**config.mk**
```make
export PLATFORM = sky130hd
export DESIGN_NAME = mrelbp_window_5x5_flat
export DESIGN_NICKNAME = d
export VERILOG_FILES = /design/src/rtl/mrelbp_window_5x5_if.sv /design/src/rtl/mrelbp_window_5x5.sv /design/src/flat_wrapper.sv
export SDC_FILE = /design/constraint.sdc
export NUM_CORES = 2
export LEC_CHECK = 0
export CAP_MARGIN = 20
export CORE_ASPECT_RATIO = 1.75
export CORE_MARGIN = 2
export CORE_UTILIZATION = 50
export CTS_CLUSTER_SIZE = 12
export DETAILED_ROUTE_END_ITERATION = 8
export PLACE_DENSITY = 0.67
export SLEW_MARGIN = 25
export SYNTH_ARGS = -nofsm -noshare
export SYNTH_HDL_FRONTEND = slang
export SYNTH_SLANG_ARGS = --single-unit
```
**constraint.sdc**
```tcl
create_clock -name i_clk -period 9.4 [get_ports i_clk]
set_clock_uncertainty 0.05 [all_clocks]
set_input_delay 0.94 -clock i_clk [delete_from_list [all_inputs] [get_ports i_clk]]
set_output_delay 0.94 -clock i_clk [all_outputs]
set_load 0.01 [all_outputs]
```
**src/rtl/mrelbp_window_5x5_if.sv**
```systemverilog
// Pixel stream in, 5x5 neighbourhood out, for the MRELBP window generator.
// Signal names match the block's documented port list; o_state is the FSM debug view.
interface mrelbp_window_5x5_if #(
    parameter int WIDTH = 8,
    parameter int IMG_W = 64,
    parameter int IMG_H = 64
);
    localparam int RW = $clog2(IMG_H);
    localparam int CW = $clog2(IMG_W);

    logic             i_sof;
    logic             i_pixel_valid;
    logic [WIDTH-1:0] i_pixel;

    logic [WIDTH-1:0] o_pixel_11, o_pixel_12, o_pixel_13, o_pixel_14, o_pixel_15;
    logic [WIDTH-1:0] o_pixel_21, o_pixel_22, o_pixel_23, o_pixel_24, o_pixel_25;
    logic [WIDTH-1:0] o_pixel_31, o_pixel_32, o_pixel_33, o_pixel_34, o_pixel_35;
    logic [WIDTH-1:0] o_pixel_41, o_pixel_42, o_pixel_43, o_pixel_44, o_pixel_45;
    logic [WIDTH-1:0] o_pixel_51, o_pixel_52, o_pixel_53, o_pixel_54, o_pixel_55;
    logic             o_window_valid;
    logic [RW-1:0]    o_center_row;
    logic [CW-1:0]    o_center_col;
    logic             o_frame_done;
    logic             o_state;

    modport slave (
        input  i_sof, i_pixel_valid, i_pixel,
        output o_pixel_11, o_pixel_12, o_pixel_13, o_pixel_14, o_pixel_15,
        output o_pixel_21, o_pixel_22, o_pixel_23, o_pixel_24, o_pixel_25,
        output o_pixel_31, o_pixel_32, o_pixel_33, o_pixel_34, o_pixel_35,
        output o_pixel_41, o_pixel_42, o_pixel_43, o_pixel_44, o_pixel_45,
        output o_pixel_51, o_pixel_52, o_pixel_53, o_pixel_54, o_pixel_55,
        output o_window_valid, o_center_row, o_center_col, o_frame_done, o_state
    );

    modport master (
        output i_sof, i_pixel_valid, i_pixel,
        input  o_pixel_11, o_pixel_12, o_pixel_13, o_pixel_14, o_pixel_15,
        input  o_pixel_21, o_pixel_22, o_pixel_23, o_pixel_24, o_pixel_25,
        input  o_pixel_31, o_pixel_32, o_pixel_33, o_pixel_34, o_pixel_35,
        input  o_pixel_41, o_pixel_42, o_pixel_43, o_pixel_44, o_pixel_45,
        input  o_pixel_51, o_pixel_52, o_pixel_53, o_pixel_54, o_pixel_55,
        input  o_window_valid, o_center_row, o_center_col, o_frame_done, o_state
    );
endinterface

```
**src/rtl/mrelbp_window_5x5.sv**
```systemverilog
// Streaming 5x5 neighbourhood generator: four line buffers feed a shifting 5x5
// register window that is flagged valid only where the full neighbourhood lies inside the frame.
module mrelbp_window_5x5 #(
    parameter int WIDTH = 8,
    parameter int IMG_W = 64,
    parameter int IMG_H = 64
) (
    input logic                i_clk,
    input logic                i_rst_n,
    mrelbp_window_5x5_if.slave bus
);
    localparam int RW = $clog2(IMG_H);
    localparam int CW = $clog2(IMG_W);
    localparam logic [RW-1:0] ROW_LAST = RW'(IMG_H - 1);
    localparam logic [CW-1:0] COL_LAST = CW'(IMG_W - 1);

    // Handshake: a pixel is taken on a rising edge where i_pixel_valid is high and the
    // block is ACTIVE or i_sof is high. There is no ready; the source is never stalled.
    typedef enum logic {IDLE = 1'b0, ACTIVE = 1'b1} state_t;

    state_t           state_q, state_d;
    logic [RW-1:0]    row_q, row_d, cur_row;
    logic [CW-1:0]    col_q, col_d, cur_col;
    logic             accept, last, win_ok;

    logic [WIDTH-1:0] lb0_mem [IMG_W];
    logic [WIDTH-1:0] lb1_mem [IMG_W];
    logic [WIDTH-1:0] lb2_mem [IMG_W];
    logic [WIDTH-1:0] lb3_mem [IMG_W];
    logic [WIDTH-1:0] col_new [5];

    logic [WIDTH-1:0] win_q [5][5];
    logic             valid_q, done_q;
    logic [RW-1:0]    crow_q;
    logic [CW-1:0]    ccol_q;

    always_ff @(posedge i_clk or negedge i_rst_n) begin
        if (!i_rst_n) begin
            state_q <= IDLE;
            row_q   <= '0;
            col_q   <= '0;
        end else begin
            state_q <= state_d;
            row_q   <= row_d;
            col_q   <= col_d;
        end
    end

    always_comb begin
        state_d = state_q;
        row_d   = row_q;
        col_d   = col_q;
        case (state_q)
            IDLE:    if (accept) state_d = ACTIVE;
            ACTIVE:  if (accept && last) state_d = IDLE;
            default: state_d = IDLE;
        endcase
        if (accept) begin
            if (last) begin
                row_d = '0;
                col_d = '0;
            end else if (cur_col == COL_LAST) begin
                row_d = cur_row + 1'b1;
                col_d = '0;
            end else begin
                row_d = cur_row;
                col_d = cur_col + 1'b1;
            end
        end
    end

    // A start-of-frame pixel always lands at (0,0), even mid-frame.
    always_comb begin
        accept  = 1'b0;
        cur_row = row_q;
        cur_col = col_q;
        if (bus.i_pixel_valid && (bus.i_sof || state_q == ACTIVE)) accept = 1'b1;
        if (bus.i_sof) begin
            cur_row = '0;
            cur_col = '0;
        end
        last   = (cur_row == ROW_LAST) && (cur_col == COL_LAST);
        win_ok = accept && (cur_row >= RW'(4)) && (cur_col >= CW'(4));
    end

    always_comb begin
        col_new[0] = lb3_mem[cur_col];
        col_new[1] = lb2_mem[cur_col];
        col_new[2] = lb1_mem[cur_col];
        col_new[3] = lb0_mem[cur_col];
        col_new[4] = bus.i_pixel;
    end

    // Line buffers are plain RAM; stale rows are masked by the row >= 4 gate.
    always_ff @(posedge i_clk) begin
        if (accept) begin
            lb3_mem[cur_col] <= lb2_mem[cur_col];
            lb2_mem[cur_col] <= lb1_mem[cur_col];
            lb1_mem[cur_col] <= lb0_mem[cur_col];
            lb0_mem[cur_col] <= bus.i_pixel;
        end
    end

    always_ff @(posedge i_clk or negedge i_rst_n) begin
        if (!i_rst_n) begin
            for (int i = 0; i < 5; i++)
                for (int j = 0; j < 5; j++)
                    win_q[i][j] <= '0;
            valid_q <= 1'b0;
            done_q  <= 1'b0;
            crow_q  <= '0;
            ccol_q  <= '0;
        end else begin
            valid_q <= win_ok;
            done_q  <= accept && last;
            if (accept) begin
                for (int i = 0; i < 5; i++) begin
                    for (int j = 0; j < 4; j++)
                        win_q[i][j] <= win_q[i][j+1];
                    win_q[i][4] <= col_new[i];
                end
            end
            if (win_ok) begin
                crow_q <= cur_row - RW'(2);
                ccol_q <= cur_col - CW'(2);
            end
        end
    end

    assign bus.o_pixel_11 = win_q[0][0];
    assign bus.o_pixel_12 = win_q[0][1];
    assign bus.o_pixel_13 = win_q[0][2];
    assign bus.o_pixel_14 = win_q[0][3];
    assign bus.o_pixel_15 = win_q[0][4];
    assign bus.o_pixel_21 = win_q[1][0];
    assign bus.o_pixel_22 = win_q[1][1];
    assign bus.o_pixel_23 = win_q[1][2];
    assign bus.o_pixel_24 = win_q[1][3];
    assign bus.o_pixel_25 = win_q[1][4];
    assign bus.o_pixel_31 = win_q[2][0];
    assign bus.o_pixel_32 = win_q[2][1];
    assign bus.o_pixel_33 = win_q[2][2];
    assign bus.o_pixel_34 = win_q[2][3];
    assign bus.o_pixel_35 = win_q[2][4];
    assign bus.o_pixel_41 = win_q[3][0];
    assign bus.o_pixel_42 = win_q[3][1];
    assign bus.o_pixel_43 = win_q[3][2];
    assign bus.o_pixel_44 = win_q[3][3];
    assign bus.o_pixel_45 = win_q[3][4];
    assign bus.o_pixel_51 = win_q[4][0];
    assign bus.o_pixel_52 = win_q[4][1];
    assign bus.o_pixel_53 = win_q[4][2];
    assign bus.o_pixel_54 = win_q[4][3];
    assign bus.o_pixel_55 = win_q[4][4];

    assign bus.o_window_valid = valid_q;
    assign bus.o_frame_done   = done_q;
    assign bus.o_center_row   = crow_q;
    assign bus.o_center_col   = ccol_q;
    assign bus.o_state        = (state_q == ACTIVE);
endmodule
```
**src/flat_wrapper.sv**
```systemverilog
// flat-port wrapper written by rule: the top's interface ports become plain ports
module mrelbp_window_5x5_flat 
#(
    parameter int WIDTH = 8,
    parameter int IMG_W = 64,
    parameter int IMG_H = 64
)
  (i_clk, i_rst_n, bus_i_sof, bus_i_pixel_valid, bus_i_pixel, bus_o_pixel_11, bus_o_pixel_12, bus_o_pixel_13, bus_o_pixel_14, bus_o_pixel_15, bus_o_pixel_21, bus_o_pixel_22, bus_o_pixel_23, bus_o_pixel_24, bus_o_pixel_25, bus_o_pixel_31, bus_o_pixel_32, bus_o_pixel_33, bus_o_pixel_34, bus_o_pixel_35, bus_o_pixel_41, bus_o_pixel_42, bus_o_pixel_43, bus_o_pixel_44, bus_o_pixel_45, bus_o_pixel_51, bus_o_pixel_52, bus_o_pixel_53, bus_o_pixel_54, bus_o_pixel_55, bus_o_window_valid, bus_o_center_row, bus_o_center_col, bus_o_frame_done, bus_o_state);
  mrelbp_window_5x5_if #(.WIDTH(WIDTH), .IMG_W(IMG_W), .IMG_H(IMG_H)) bus_i ();
  input logic i_clk;
  input logic i_rst_n;
  input wire logic [$bits(bus_i.i_sof)-1:0] bus_i_sof;
  input wire logic [$bits(bus_i.i_pixel_valid)-1:0] bus_i_pixel_valid;
  input wire logic [$bits(bus_i.i_pixel)-1:0] bus_i_pixel;
  output wire logic [$bits(bus_i.o_pixel_11)-1:0] bus_o_pixel_11;
  output wire logic [$bits(bus_i.o_pixel_12)-1:0] bus_o_pixel_12;
  output wire logic [$bits(bus_i.o_pixel_13)-1:0] bus_o_pixel_13;
  output wire logic [$bits(bus_i.o_pixel_14)-1:0] bus_o_pixel_14;
  output wire logic [$bits(bus_i.o_pixel_15)-1:0] bus_o_pixel_15;
  output wire logic [$bits(bus_i.o_pixel_21)-1:0] bus_o_pixel_21;
  output wire logic [$bits(bus_i.o_pixel_22)-1:0] bus_o_pixel_22;
  output wire logic [$bits(bus_i.o_pixel_23)-1:0] bus_o_pixel_23;
  output wire logic [$bits(bus_i.o_pixel_24)-1:0] bus_o_pixel_24;
  output wire logic [$bits(bus_i.o_pixel_25)-1:0] bus_o_pixel_25;
  output wire logic [$bits(bus_i.o_pixel_31)-1:0] bus_o_pixel_31;
  output wire logic [$bits(bus_i.o_pixel_32)-1:0] bus_o_pixel_32;
  output wire logic [$bits(bus_i.o_pixel_33)-1:0] bus_o_pixel_33;
  output wire logic [$bits(bus_i.o_pixel_34)-1:0] bus_o_pixel_34;
  output wire logic [$bits(bus_i.o_pixel_35)-1:0] bus_o_pixel_35;
  output wire logic [$bits(bus_i.o_pixel_41)-1:0] bus_o_pixel_41;
  output wire logic [$bits(bus_i.o_pixel_42)-1:0] bus_o_pixel_42;
  output wire logic [$bits(bus_i.o_pixel_43)-1:0] bus_o_pixel_43;
  output wire logic [$bits(bus_i.o_pixel_44)-1:0] bus_o_pixel_44;
  output wire logic [$bits(bus_i.o_pixel_45)-1:0] bus_o_pixel_45;
  output wire logic [$bits(bus_i.o_pixel_51)-1:0] bus_o_pixel_51;
  output wire logic [$bits(bus_i.o_pixel_52)-1:0] bus_o_pixel_52;
  output wire logic [$bits(bus_i.o_pixel_53)-1:0] bus_o_pixel_53;
  output wire logic [$bits(bus_i.o_pixel_54)-1:0] bus_o_pixel_54;
  output wire logic [$bits(bus_i.o_pixel_55)-1:0] bus_o_pixel_55;
  output wire logic [$bits(bus_i.o_window_valid)-1:0] bus_o_window_valid;
  output wire logic [$bits(bus_i.o_center_row)-1:0] bus_o_center_row;
  output wire logic [$bits(bus_i.o_center_col)-1:0] bus_o_center_col;
  output wire logic [$bits(bus_i.o_frame_done)-1:0] bus_o_frame_done;
  output wire logic [$bits(bus_i.o_state)-1:0] bus_o_state;
  assign bus_i.i_sof = bus_i_sof;
  assign bus_i.i_pixel_valid = bus_i_pixel_valid;
  assign bus_i.i_pixel = bus_i_pixel;
  assign bus_o_pixel_11 = bus_i.o_pixel_11;
  assign bus_o_pixel_12 = bus_i.o_pixel_12;
  assign bus_o_pixel_13 = bus_i.o_pixel_13;
  assign bus_o_pixel_14 = bus_i.o_pixel_14;
  assign bus_o_pixel_15 = bus_i.o_pixel_15;
  assign bus_o_pixel_21 = bus_i.o_pixel_21;
  assign bus_o_pixel_22 = bus_i.o_pixel_22;
  assign bus_o_pixel_23 = bus_i.o_pixel_23;
  assign bus_o_pixel_24 = bus_i.o_pixel_24;
  assign bus_o_pixel_25 = bus_i.o_pixel_25;
  assign bus_o_pixel_31 = bus_i.o_pixel_31;
  assign bus_o_pixel_32 = bus_i.o_pixel_32;
  assign bus_o_pixel_33 = bus_i.o_pixel_33;
  assign bus_o_pixel_34 = bus_i.o_pixel_34;
  assign bus_o_pixel_35 = bus_i.o_pixel_35;
  assign bus_o_pixel_41 = bus_i.o_pixel_41;
  assign bus_o_pixel_42 = bus_i.o_pixel_42;
  assign bus_o_pixel_43 = bus_i.o_pixel_43;
  assign bus_o_pixel_44 = bus_i.o_pixel_44;
  assign bus_o_pixel_45 = bus_i.o_pixel_45;
  assign bus_o_pixel_51 = bus_i.o_pixel_51;
  assign bus_o_pixel_52 = bus_i.o_pixel_52;
  assign bus_o_pixel_53 = bus_i.o_pixel_53;
  assign bus_o_pixel_54 = bus_i.o_pixel_54;
  assign bus_o_pixel_55 = bus_i.o_pixel_55;
  assign bus_o_window_valid = bus_i.o_window_valid;
  assign bus_o_center_row = bus_i.o_center_row;
  assign bus_o_center_col = bus_i.o_center_col;
  assign bus_o_frame_done = bus_i.o_frame_done;
  assign bus_o_state = bus_i.o_state;
  mrelbp_window_5x5 #(.WIDTH(WIDTH), .IMG_W(IMG_W), .IMG_H(IMG_H)) u_core (.i_clk(i_clk), .i_rst_n(i_rst_n), .bus(bus_i));
endmodule
```
Word-level counts from Yosys, hierarchy flattened:

Memory sizes are Yosys's and may differ from the RTL's. A register that Yosys moved wholly into a read port is not among the register bits.
Index checks and enable logic that the tools add are counted.

* bitwise logic cells: 1
* equal/unequal tests: 2
* reductions and logical operators: 7
* add/subtract/negate cells: 4
* magnitude comparators: 2
* muxes and demuxes: 11

Operators with widths (number)
* $mux W6: 6
* $add A6 B1 Y6 const B: 2
* $eq A6 B6 Y1 const B: 2
* $ge A6 B3 Y1 const B: 2
* $sub A6 B2 Y6 const B: 2
* $logic_and A1 B1 Y1: 5
* $mux W1: 4
* $pmux W1 S2: 1
* $logic_not A1 Y1: 1
* $logic_or A1 B1 Y1: 1
* $not A1 Y1: 1

* memories kept: 4
* logic and storage cells: 62
* bits of input ports: 12
* register bits: 219
* memory bits (writable): 2048

Memory list
* u_core.lb0_mem: depth 64, width 8, rd ports 1, clocked after Yosys merged registers in 0, write ports 1, RTL line mrelbp_window_5x5.sv:26 `logic [WIDTH-1:0] lb0_mem [IMG_W];`
* u_core.lb1_mem: depth 64, width 8, rd ports 1, clocked after Yosys merged registers in 0, write ports 1, RTL line mrelbp_window_5x5.sv:27 `logic [WIDTH-1:0] lb1_mem [IMG_W];`
* u_core.lb2_mem: depth 64, width 8, rd ports 1, clocked after Yosys merged registers in 0, write ports 1, RTL line mrelbp_window_5x5.sv:28 `logic [WIDTH-1:0] lb2_mem [IMG_W];`
* u_core.lb3_mem: depth 64, width 8, rd ports 1, clocked after Yosys merged registers in 1, write ports 1, RTL line mrelbp_window_5x5.sv:29 `logic [WIDTH-1:0] lb3_mem [IMG_W];`

Logic depth before layout (Yosys ltp):

* depth in word-level cells: 6
* mapped depth: 12

Worst setup path before layout:

No wires, ideal clock.

* path type: in2reg
* start point: input port bus_i_sof
* end point: memory u_core.lb1_mem[0][0] (data pin)
* cell stages on the path: 7
* library setup time: 1020 ps
* setup slack: 2050 ps
* path buffers: 3
* arrival time: 6280 ps
* cell sequence: buf_6 or3b_2 buf_2 buf_2 o22ai_1 a211oi_1 o311ai_0

RTL lines
* start: declaration: RTL line flat_wrapper.sv:12 `input wire logic [$bits(bus_i.i_sof)-1:0] bus_i_sof;`
* end: declaration: RTL line mrelbp_window_5x5.sv:27

==> out/metrics.yaml <==
outcome: "finished with violations"
violations: "DRC"
viasPerCell: 6.85
synth_seq_area_share_pct: 75.9
grt_overflow: 0
crit_path_start_kind: "flop"
grt_setup_unrepaired: "no"
cts_setup_buffers: 0
vdd_drop_max_v: 0.000161
numPortBuffers: 226
r2r_setup_slack_ns: 2.93
yosysWarnings: 0
grt_pass1_wl_um: 435000
rr_worst_depth: 9
ys_seq_elements: 2275
clk_latency_ns: 0.87
fin_crit_sh_pct: 68.8
crit_family: "buffers and inverters"
slew_headroom_pct: 16.4
final_hold_viol_count: 0
clkSinkCount: 2275
synth_edf_count: 2048
crit_cells: 9
cts_tree: "yes"
path_buf_inv: 4
wl_per_cell_um: 39.0
maxSlewViolCount: 0
slowest_stage: "a2111oi_0"
die_area_um2: 180000
synth.distinct_cells: 87
drive_gt1_share_pct: 13.3
r2r-start: "u_core.col_q[2]"
power_density_nw_per_um2: 241
nNetsFinal: 5822
period_needed_ns: 6.47
cts_root_buf: "clkbuf_16"
start_util_pct: 50.2
drtIter0Drc: 9170
grt_pass1_vias: 53600
core_area_um2: 176000
grt_max_degree: 147
dr.pass1.iters: 9
die_w_um: 322
place_hpwl_um: 188000
layout_common_cells: "2048 x edfxtp_1, 698 x nand2_1, 537 x mux2i_1"
totalWireLength_um: 319000
ys_async_sr_fraction_pct: 9.98
max_cap_violations: 0
cp-end-kind: "flop"
vias: 56100
numCtsBuffers: 216
drc_errors: 1
leakage_nw: 34.5
gr-usage-all-layers_pct: 35.2
synth_flop_cell: "edfxtp_1"
io_pins: 227
postRouteAntennaNets: 0
clock.fmax_mhz: 155
power.total_mw: 24.3
tns_ns: 0
cts_resized: 0
die_h_um: 561
clk_path_buf_depth: 4
hp-class: "in2async"
synth_area_per_cell_um2: 16.2
clk_pin_slew_ns: 0.06
htreeDepth: 4
cp_data_arrival_time_ns: 6.91
row_count: 204
reg2reg_to: "u_core.lb3_mem[4][6]"
cpPeakStageDelay_ns: 1.13
syn_inst: 5466
synthesis.area_um2: 88500
cpMostUsedCell: "buf_4"
cts_hold_buf: 0
crit_fanout: 49
layout-area-overhead-vs-synth_pct: 13.8
required_ns: 9.84
path_cells: "buf_4 > or3b_4 > buf_12 > o22a_1 > a31oi_1 > a2111oi_0 > buf_4 > nand4b_1 > buf_4"
worstSetupPathType: "reg2reg"
worst_pin_slew_ns: 1.22
grt_antenna_before_repair: 30
gp_congestion: 0.991
timing.final.setup_violations: 0
synth_fp_nets: 5480
layout_commonest_cell: "edfxtp_1"
[kinds of logic after synthesis]
| group | share of synthesized area [%] |
|---|---|
| compound gates | 8.60 |
| xor+xnor | 0.0396 |
| fa+ha+maj | 0.0283 |
| buf+inv | 2.03 |
| flops | 75.9 |
| mux | 8.32 |
| simple gates | 5.06 |
[stage by stage]
step           worst slack, ns  utilization, %  hold WS, ns  instances  cell area, µm²
2_1_floorplan             2.05               -        0.457       5466           88500
3_3_place_gp              2.26            53.7        0.407       7844           94500
3_5_place_dp              3.00            53.7        0.411       7850           94600
4_1_cts                   3.56            57.1       0.0771       8160          101000
5_1_grt                   3.32            57.2        0.113       8173          101000
6_report                  2.93            57.2       0.0565       8178          101000
[power by group]
part           internal (mW)  switching (mW)  leakage, nW
Sequential              11.9           0.283         21.3
Clock                   4.25            3.57         2.86
Combinational           1.22            3.04         10.3
Total                   17.4            6.89         34.5
[per-layer routing]
layer	routed length, µm	global-route usage, %	vias up	part of all wire, %
met2	146000	54.5	4577	46
li1	-	-	22000	-
met3	38400	9.76	1249	12
met5	162	0	-	0.051
met1	102000	40.6	28200	32
met4	33300	29.7	26	10
[state kept, by name, summed over array words and instances, names as in the netlist, 512 cells and up]
signal / flops
u_core.lb3_mem: 512
u_core.lb0_mem: 512
u_core.lb2_mem: 512
u_core.lb1_mem: 512
[Yosys cell counts, types with 31 or more instances]
master | instances | area share, %
edfxtp_1 | 2048 | 70
nand2_1 | 705 | 3.0
mux2i_1 | 537 | 6.1
dfrtp_1 | 227 | 6.4
a21oi_1 | 192 | 1.1
nor2_1 | 174 | 0.74
o21ai_0 | 163 | 0.92
o22ai_1 | 161 | 1.1
clkbuf_1 | 137 | 0.58
buf_2 | 120 | 0.68
mux2_2 | 91 | 1.2
a22oi_1 | 83 | 0.70
a211oi_1 | 68 | 0.58
a22o_1 | 63 | 0.62
a221oi_1 | 55 | 0.54
buf_4 | 55 | 0.47
mux4_2 | 42 | 1.1
o2bb2ai_1 | 34 | 0.34
a31oi_1 | 33 | 0.23
buf_1 | 31 | 0.13
[cell type report]
type	instances	area (µm²)
multi-input cells	2827	20500
well taps	2266	2840
flip-flops and latches	2275	67200
clock buffers	304	5850
inverters	11	43.8
clock inverters	6	63.8
diodes	12	30.0
repair buffers	477	4230
fillers	13400	75400
[how the worst max path moves through the flow]
stage | slack, ns | endpoint | startpoint
2_1_floorplan | 2.05 | u_core.lb1_mem[0][0] | bus_i_sof
3_3_place_gp | 2.26 | u_core.lb3_mem[5][7] | bus_i_sof
3_5_place_dp | 3.00 | u_core.lb3_mem[59][6] | bus_i_sof
4_1_cts | 3.56 | u_core.lb3_mem[60][6] | u_core.col_q[2]
5_1_grt | 3.32 | u_core.lb3_mem[3][6] | u_core.col_q[2]
6_report | 2.93 | u_core.lb3_mem[4][6] | u_core.col_q[2]
Power figures use the tool's default switching activity.
